`src/rtl/dmem_responder.sv`:
```
// dmem_responder: MEM-stage data memory answering one load/store at a
// time over a valid/ready handshake after a fixed number of wait states.
module dmem_responder #(
    parameter int DW   = 32,
    parameter int DMW  = 4,
    parameter int WAIT = 1
) (
    input  logic              clk,
    input  logic              rst_n,
    input  logic              req_valid,
    input  logic              req_we,
    input  logic [DMW-1:0]    req_addr,
    input  logic [DW-1:0]     req_wdata,
    input  logic [DW/8-1:0]   req_be,
    output logic              req_ready,
    output logic              rsp_valid,
    output logic [DW-1:0]     rsp_rdata,
    output logic              rsp_we
);

    localparam int         NB      = DW / 8;
    localparam logic [3:0] LP_WAIT = 4'(WAIT);

    typedef enum logic [1:0] {
        IDLE,
        BUSY,
        RESP
    } state_t;

    state_t            r_state;
    logic [3:0]        r_cnt;
    logic              r_we;
    logic [DMW-1:0]    r_addr;
    logic [DW-1:0]     r_wdata;
    logic [NB-1:0]     r_be;
    logic              r_req_ready;
    logic              r_rsp_valid;
    logic              r_rsp_we;
    logic [DW-1:0]     r_rsp_rdata;
    logic [DW-1:0]     r_mem [2**DMW];

    logic              w_accept;
    logic              w_enter_resp;
    logic              w_cur_we;
    logic [DMW-1:0]    w_cur_addr;
    logic [DW-1:0]     w_cur_wdata;
    logic [NB-1:0]     w_cur_be;
    logic [DW-1:0]     w_merged;

    assign w_accept = req_valid & r_req_ready & (r_state == IDLE);

    // With zero wait states the accept edge is also the RESP-entry edge,
    // so the live request fields are used instead of the registered ones.
    always_comb begin
        w_enter_resp = 1'b0;
        if (r_state == IDLE) begin
            w_enter_resp = w_accept && (WAIT == 0);
        end else if (r_state == BUSY) begin
            w_enter_resp = (r_cnt == 4'd1);
        end
    end

    assign w_cur_we    = (r_state == IDLE) ? req_we    : r_we;
    assign w_cur_addr  = (r_state == IDLE) ? req_addr  : r_addr;
    assign w_cur_wdata = (r_state == IDLE) ? req_wdata : r_wdata;
    assign w_cur_be    = (r_state == IDLE) ? req_be    : r_be;

    always_comb begin
        w_merged = r_mem[w_cur_addr];
        for (int i = 0; i < NB; i++) begin
            if (w_cur_be[i]) begin
                w_merged[8*i +: 8] = w_cur_wdata[8*i +: 8];
            end
        end
    end

    // Array is not reset; a reset on the commit edge suppresses the write.
    always_ff @(posedge clk) begin
        if (rst_n && w_enter_resp && w_cur_we) begin
            r_mem[w_cur_addr] <= w_merged;
        end
    end

    always_ff @(posedge clk) begin
        if (!rst_n) begin
            r_state     <= IDLE;
            r_cnt       <= '0;
            r_we        <= 1'b0;
            r_addr      <= '0;
            r_wdata     <= '0;
            r_be        <= '0;
            r_req_ready <= 1'b1;
            r_rsp_valid <= 1'b0;
            r_rsp_rdata <= '0;
            r_rsp_we    <= 1'b0;
        end else begin
            unique case (r_state)
                IDLE: begin
                    r_rsp_valid <= 1'b0;
                    r_rsp_rdata <= '0;
                    r_rsp_we    <= 1'b0;
                    if (w_accept) begin
                        r_we        <= req_we;
                        r_addr      <= req_addr;
                        r_wdata     <= req_wdata;
                        r_be        <= req_be;
                        r_req_ready <= 1'b0;
                        if (w_enter_resp) begin
                            r_state     <= RESP;
                            r_rsp_valid <= 1'b1;
                            r_rsp_we    <= w_cur_we;
                            r_rsp_rdata <= w_cur_we ? '0 : r_mem[w_cur_addr];
                        end else begin
                            r_state <= BUSY;
                            r_cnt   <= LP_WAIT;
                        end
                    end
                end
                BUSY: begin
                    r_cnt <= r_cnt - 4'd1;
                    if (w_enter_resp) begin
                        r_state     <= RESP;
                        r_rsp_valid <= 1'b1;
                        r_rsp_we    <= w_cur_we;
                        r_rsp_rdata <= w_cur_we ? '0 : r_mem[w_cur_addr];
                    end
                end
                RESP: begin
                    r_state     <= IDLE;
                    r_req_ready <= 1'b1;
                    r_rsp_valid <= 1'b0;
                    r_rsp_rdata <= '0;
                    r_rsp_we    <= 1'b0;
                end
                default: begin
                    r_state     <= IDLE;
                    r_req_ready <= 1'b1;
                    r_rsp_valid <= 1'b0;
                    r_rsp_rdata <= '0;
                    r_rsp_we    <= 1'b0;
                end
            endcase
        end
    end

    assign req_ready = r_req_ready;
    assign rsp_valid = r_rsp_valid;
    assign rsp_rdata = r_rsp_rdata;
    assign rsp_we    = r_rsp_we;

endmodule

```
`config.mk`:
```
export PLATFORM = sky130hd
export DESIGN_NAME = dmem_responder
export DESIGN_NICKNAME = d
export VERILOG_FILES = /design/src/rtl/dmem_responder.sv
export SDC_FILE = /design/constraint.sdc
export NUM_CORES = 1
export LEC_CHECK = 0
export BUFFER_PORTS_ARGS = -buffer_cell sky130_fd_sc_hd__buf_4
export CORE_ASPECT_RATIO = 1.75
export CORE_MARGIN = 1
export CORE_UTILIZATION = 45
export CTS_CLUSTER_DIAMETER = 120
export DETAILED_ROUTE_END_ITERATION = 10
export PLACE_DENSITY = 0.63
export RECOVER_POWER = 25
export SETUP_SLACK_MARGIN = 0.05
export SYNTH_ARGS = -nofsm -noshare
export SYNTH_HDL_FRONTEND = slang
export SYNTH_SLANG_ARGS = --single-unit
```
`constraint.sdc`:
```
create_clock -name clk -period 7.6 [get_ports clk]
set_input_delay 0.38 -clock clk [delete_from_list [all_inputs] [get_ports clk]]
set_output_delay 0.38 -clock clk [all_outputs]
set_load 0.05 [all_outputs]
```
Word level (Yosys, flattened, before mapping)
Memories as Yosys holds them, arrays and structs flattened.
Cells that the tools add are included.
{"block": "totals", "reg_bits": 82, "latchBits": 0, "ram_bits": 512, "rom_bits": 0, "inputBits": 44, "elab_cells": 62, "mem_count": 1}
{"name": "r_mem", "words": 16, "width": 32, "rd": 1, "rd_clocked_by_memory_dff": 0, "write_ports": 1, "line_no": "40", "rtl": "logic [DW-1:0] r_mem [2**DMW];"}
{"block": "op_classes", "addsub": 1, "mul": 0, "div_mod_pow": 0, "n_lt_le_gt_ge": 0, "eq_ne": 5, "shifts": 0, "n_mux": 34, "n_bitwise": 3, "n_reduce_logical": 8}
{"op": "32-bit 2-to-1 mux", "count": 5}
{"op": "32-bit case mux with 2 select lines", "count": 1}
{"op": "8-bit 2-to-1 mux", "count": 4}
{"op": "4-bit 2-to-1 mux", "count": 4}
{"op": "1-bit 2-to-1 mux", "count": 12}
{"op": "4-bit case mux with 2 select lines", "count": 1}
{"op": "2-bit 2-to-1 mux", "count": 3}
{"op": "2-bit != test (second input constant)", "count": 3}
{"op": "1-bit case mux with 2 select lines", "count": 3}
{"op": "2-bit AND reduction", "count": 3}
{"op": "4-bit by 1-bit equality test with 1-bit output (second input constant)", "count": 1}
{"op": "2-bit case mux with 2 select lines", "count": 1}
{"op": "4-bit by 1-bit subtractor with 4-bit output (second input constant)", "count": 1}
{"op": "3-bit AND reduction", "count": 1}
{"op": "1-bit AND", "count": 2}
{"op": "2-bit by 1-bit equality test with 1-bit output (second input constant)", "count": 1}
{"op": "1-bit logical AND", "count": 2}
{"op": "2-bit zero test", "count": 1}
{"op": "2-bit nonzero test", "count": 1}
{"op": "1-bit NOT", "count": 1}

Longest topological paths before layout
{"block": "logic_depth", "word_depth": 7, "ltp_mapped": 9, "ltp_nobuf": 7}

Worst setup path before layout
OpenSTA, ideal clock, no wires.
{"block": "synth_timing", "path_kind": "reg2reg", "startpoint": "register r_state[0]", "endpoint": "memory r_mem[0][0] (enable)", "setup_time_ps": 425, "arrival_time_ps": 2869, "t_required_ps": 7175, "path_slack_ps": 4306, "stages_incl_launch_ff": 7, "period_less_slack_ps": 3294, "path_cell_list": "dfxtp_1 -> or2_1 -> buf_6 -> or3_1 -> o31ai_2 -> clkbuf_1 -> nor2b_1"}
{"block": "synth_via", "elab_chain_len": 7, "elab_cells_between_ends": 10, "classes_between": "eq/ne (1); mux (6); reduce/logical (3)"}
{"element": "from (decl)", "line_no": "30", "rtl": "state_t r_state;"}
{"element": "from (signal assigned)", "line_no": "86", "rtl": "r_state <= IDLE;"}
{"element": "from (signal assigned)", "line_no": "109", "rtl": "r_state <= RESP;"}
{"element": "from (signal assigned)", "line_no": "114", "rtl": "r_state <= BUSY;"}
{"element": "2-bit by 1-bit equality test with 1-bit output", "line_no": "58", "rtl": "end else if (r_state == BUSY) begin"}
{"element": "1-bit 2-to-1 mux", "line_no": "58"}
{"element": "1-bit 2-to-1 mux", "line_no": "56", "rtl": "if (r_state == IDLE) begin"}
{"element": "1-bit logical AND (2 in a row)", "line_no": "79", "rtl": "if (rst_n && w_enter_resp && w_cur_we) begin"}
{"element": "1-bit 2-to-1 mux", "line_no": "79"}
{"element": "1-bit 2-to-1 mux (implied by the code)", "line_no": "80", "rtl": "r_mem[w_cur_addr] <= w_merged;"}
{"element": "to (decl)", "line_no": "40"}
Parallel ways exist; a longest one is shown, timed or not.

Worst setup path after layout
{"block": "layout_timing", "startpoint": "register r_state[1]", "endpoint": "memory r_mem[6][10] (enable)"}
Same word-level chain as after synthesis.

==> metrics.md <==
| Metric | Value |
|---|---|
| Cts repair resizes | 0 |
| Antenna violations before repair | 0 |
| Ys async rst share | 0% |
| GR peak layer | met2 |
| Max-capacitance violation count | 11 |
| Initial DRC Count | 1558 |
| Worst skew pair latency | 0.57 ns |
| Core Box Area | 0.04860 mm2 |
| DP HPWL | 29240 um |
| Gr ovfl total | 0 |
| CP Cell Sequence | or2_2, nand3b_1, nand2_1, clkbuf_1, nor2b_1, buf_4 |
| Final wirelength | 58020 um |
| Met2 Usage GRT | 41.30% |
| Slew Limit Headroom | -141.5% |
| Post-synthesis sequential area ratio | 77.03% |
| RSZ-0062 raised after global routing | false |
| Top cell type by total area after synthesis | edfxtp_1 |
| Share of layout cells above drive strength 1 | 9.981% |
| Max FO, Critical Path | 43 |
| DR vias/cell | 6.030 |
| FP Rows | 107 |
| Clk buf depth | 3 |
| FF-to-FF setup slack | 1.64 ns |
| CTS clk-pin slew, worst paths | 0.07 ns |
| Worst VDD drop | 148.1 uV |
| Crit path capture | r_mem[6][10]$_DFFE_PP_ |
| Worst Setup SP | r_state[1]$_SDFFE_PN0P_ |
| R2R cell count | 6 |
| Root buf cell | clkbuf_16 |
| Seq cells post-synth | 594 |
| Avg Cell Area, Syn | 14.88 um2 |
| YS warnings | 0 |
| Final Slew Violations | 271 |
| Final min period | 5.962 ns |
| Final setup fails | 0 |
| Leakage | 7.636 nW |
| Maximum clock frequency | 167.7 MHz |
| Final Cycle Share | 78.45% |
| Most frequent cell after synthesis | edfxtp_1 |
| Syn nets | 1531 |
| Clock skew | 0.009685 ns |
| Post-layout nets | 1589 |
| Worst Path Required | 7.81 ns |
| Capturing point of the worst reg2reg path | r_mem[6][10]$_DFFE_PP_ |
| I/O pin total | 79 |
| Number of instances in the placed design | 2145 |
| FF-to-FF Start | r_state[1]$_SDFFE_PN0P_ |
| Die area | 0.05001 mm2 |
| Total buffers and inverters traversed by the critical path | 2 |
| Power per cell area | 285.8 mW/mm2 |
| Area contributors post-synth | edfxtp_1, dfxtp_1, o22ai_1 |
| Failing checks | capacitance limit, slew limit |
| Initial Utilization | 45.45% |
| Critical path class | flop to flop |
| Mapped cell area | 0.02209 mm2 |
| Synth top area share | 69.60% |
| Synth-to-layout area growth | 12.08% |
| GRT Total Usage | 23.17% |
| CP delay by family, top | buffers and inverters |
| CP Launch Type | flop |
| Stages on worst setup path | 6 |
| Vias in the first global route | 13220 |
| M1 GR Usage | 28.44% |
| CTS tree | built |
| DRC | 0 |
| Post-route ant nets | 0 |
| Fin. Hold Viols | 0 |
| Sum of negative setup slack | 0 ns |
| Number of synthesized flops with an enable pin | 512 |
| Actual slew at the worst max-slew pin | 3.609 ns |
| Routed WL per cell | 25.92 um |
| Clock buffer count from CTS | 50 |
| Die span in y | 295.1 um |
| IO Port Bufs | 78 |
| Status | finished, violations left |
| Sink Count | 594 |
| Post-CTS setup repair buffer count | 0 |
| Data arrival, critical path | 6.17 ns |
| Die width | 169.5 um |
| Vias | 13500 |
| Total power | 7.077 mW |
| CP max stage delay | 1.94 ns |
| Synth Flop Type | edfxtp_1 |
| GPL Wtd Cong | 0.7631 |
| Most frequent cells after synthesis | edfxtp_1, o22ai_1, o21ai_1 |
| First-pass GRT wire length | 84200 um |
| Cell variety after synth | 37 |
| Htree depth | 2 |
| Post-CTS Hold Fix Bufs | 0 |
| GR Util met3 | 2.744% |
| Largest net degree at the start of global routing | 130 |
| Fin cells | 2238 |
| Post-Syn Instances | 1485 |
| Pre-antenna DRT Iters | 5 |
| Critical Path End Type | flop |
| Crit-path slowest cell | clkbuf_1 |
| Hold Crit Class | input port to flop |
-- registers in the layout (all words and copies together) (netlist names) --
signal,count
r_addr,4
r_be,4
r_cnt,4
r_mem,512
r_state,2
r_wdata,32
r_we,1
req_ready,1
rsp_rdata,32
rsp_valid,1
rsp_we,1
-- power by group --
| part | internal (mW) | switching (mW) |
|---|---|---|
| sequential | 3.75 | 0.0187 |
| combinational | 0.191 | 0.576 |
| clock | 1.41 | 1.14 |
-- worst min path at each step --
stage	start	endpoint	slack, ns	cells after the start
global placement	rsp_rdata[16]$_SDFFE_PN0P_	rsp_rdata[16]$_SDFFE_PN0P_	0.44	2
detailed placement	rsp_rdata[0]$_SDFFE_PN0P_	rsp_rdata[0]$_SDFFE_PN0P_	0.45	2
CTS	req_be[1]	r_be[1]$_SDFFE_PN0P_	0.05	3
global route	req_wdata[12]	r_wdata[12]$_SDFFE_PN0P_	0.06	3
finish	req_be[1]	r_be[1]$_SDFFE_PN0P_	0.07	3
floorplan	r_wdata[0]$_SDFFE_PN0P_	r_wdata[0]$_SDFFE_PN0P_	0.44	2
-- metrics by stage --
| stage | setup WS, ns | hold slack, ns | util (%) | instance area (um2) |
|---|---|---|---|---|
| after floorplan | 4.306 | 0.4388 | - | 22090 |
| after global placement | 3.182 | 0.4390 | 48.23 | 23440 |
| after detailed placement | 3.063 | 0.4465 | 48.23 | 23440 |
| after CTS | 3.034 | 0.05128 | 51.53 | 25040 |
| after global routing | 1.429 | 0.06379 | 50.94 | 24760 |
| final | 1.638 | 0.07166 | 50.95 | 24760 |
-- logic make-up (layout without fill, tap and decap cells) --
family / after synthesis / in the layout / share of synthesized area [%]
AO/OA/AOI/OAI: 535 / 535 / 14.78
adder cells (fa/ha/maj): 2 / 2 / 0.1133
buffers and inverters: 107 / 205 / 2.356
flip-flops: 594 / 594 / 77.03
multiplexers: 5 / 5 / 0.2322
other: 0 / 1 / 0
AND/OR/NAND/NOR: 242 / 242 / 5.483
-- worst reg2reg max path, stage by stage (launching register included) --
cell	delay, ns
dfxtp_1	0.62
or2_2	0.81
nand3b_1	0.19
nand2_1	0.12
clkbuf_1	1.94
nor2b_1	1.30
buf_4	0.61
-- placed cells by master, fill, tap and decap left out, drive strengths merged, types with 2 or more instances in the layout --
master / instances
inv: 6
o22ai: 256
buf: 68
mux2i: 4
nand2: 124
nor2b: 20
a22oi: 3
nand3b: 4
clkbuf: 111
and2: 34
a21boi: 41
nor2: 10
clkinvlp: 4
or2: 2
a31oi: 4
a21oi: 35
nand4: 32
ha: 2
nor4b: 2
dfxtp: 82
clkinv: 12
edfxtp: 512
o21ai: 161
or3: 2
a211oi: 32
nand3: 4
bufinv: 4
nand2b: 4
a21o: 2
-- per-layer routing --
metal,vias to the layer above,share of wire (%)
li1,5989,-
met1,6807,39
met2,565,52
met3,135,6.2
met4,0,3.5
met5,-,0
-- cell type report --
cell class / instances / area, um2
diodes: 1 / 2.502
flip-flops and latches: 594 / 17020
inverters: 5 / 18.77
clock buffers: 71 / 1381
fillers: 4014 / 23840
repair buffers: 108 / 710.7
well taps: 654 / 818.3
clock inverters: 21 / 221.5
multi-input cells: 784 / 4589
No activity file was read; power rests on OpenSTA's default activity.
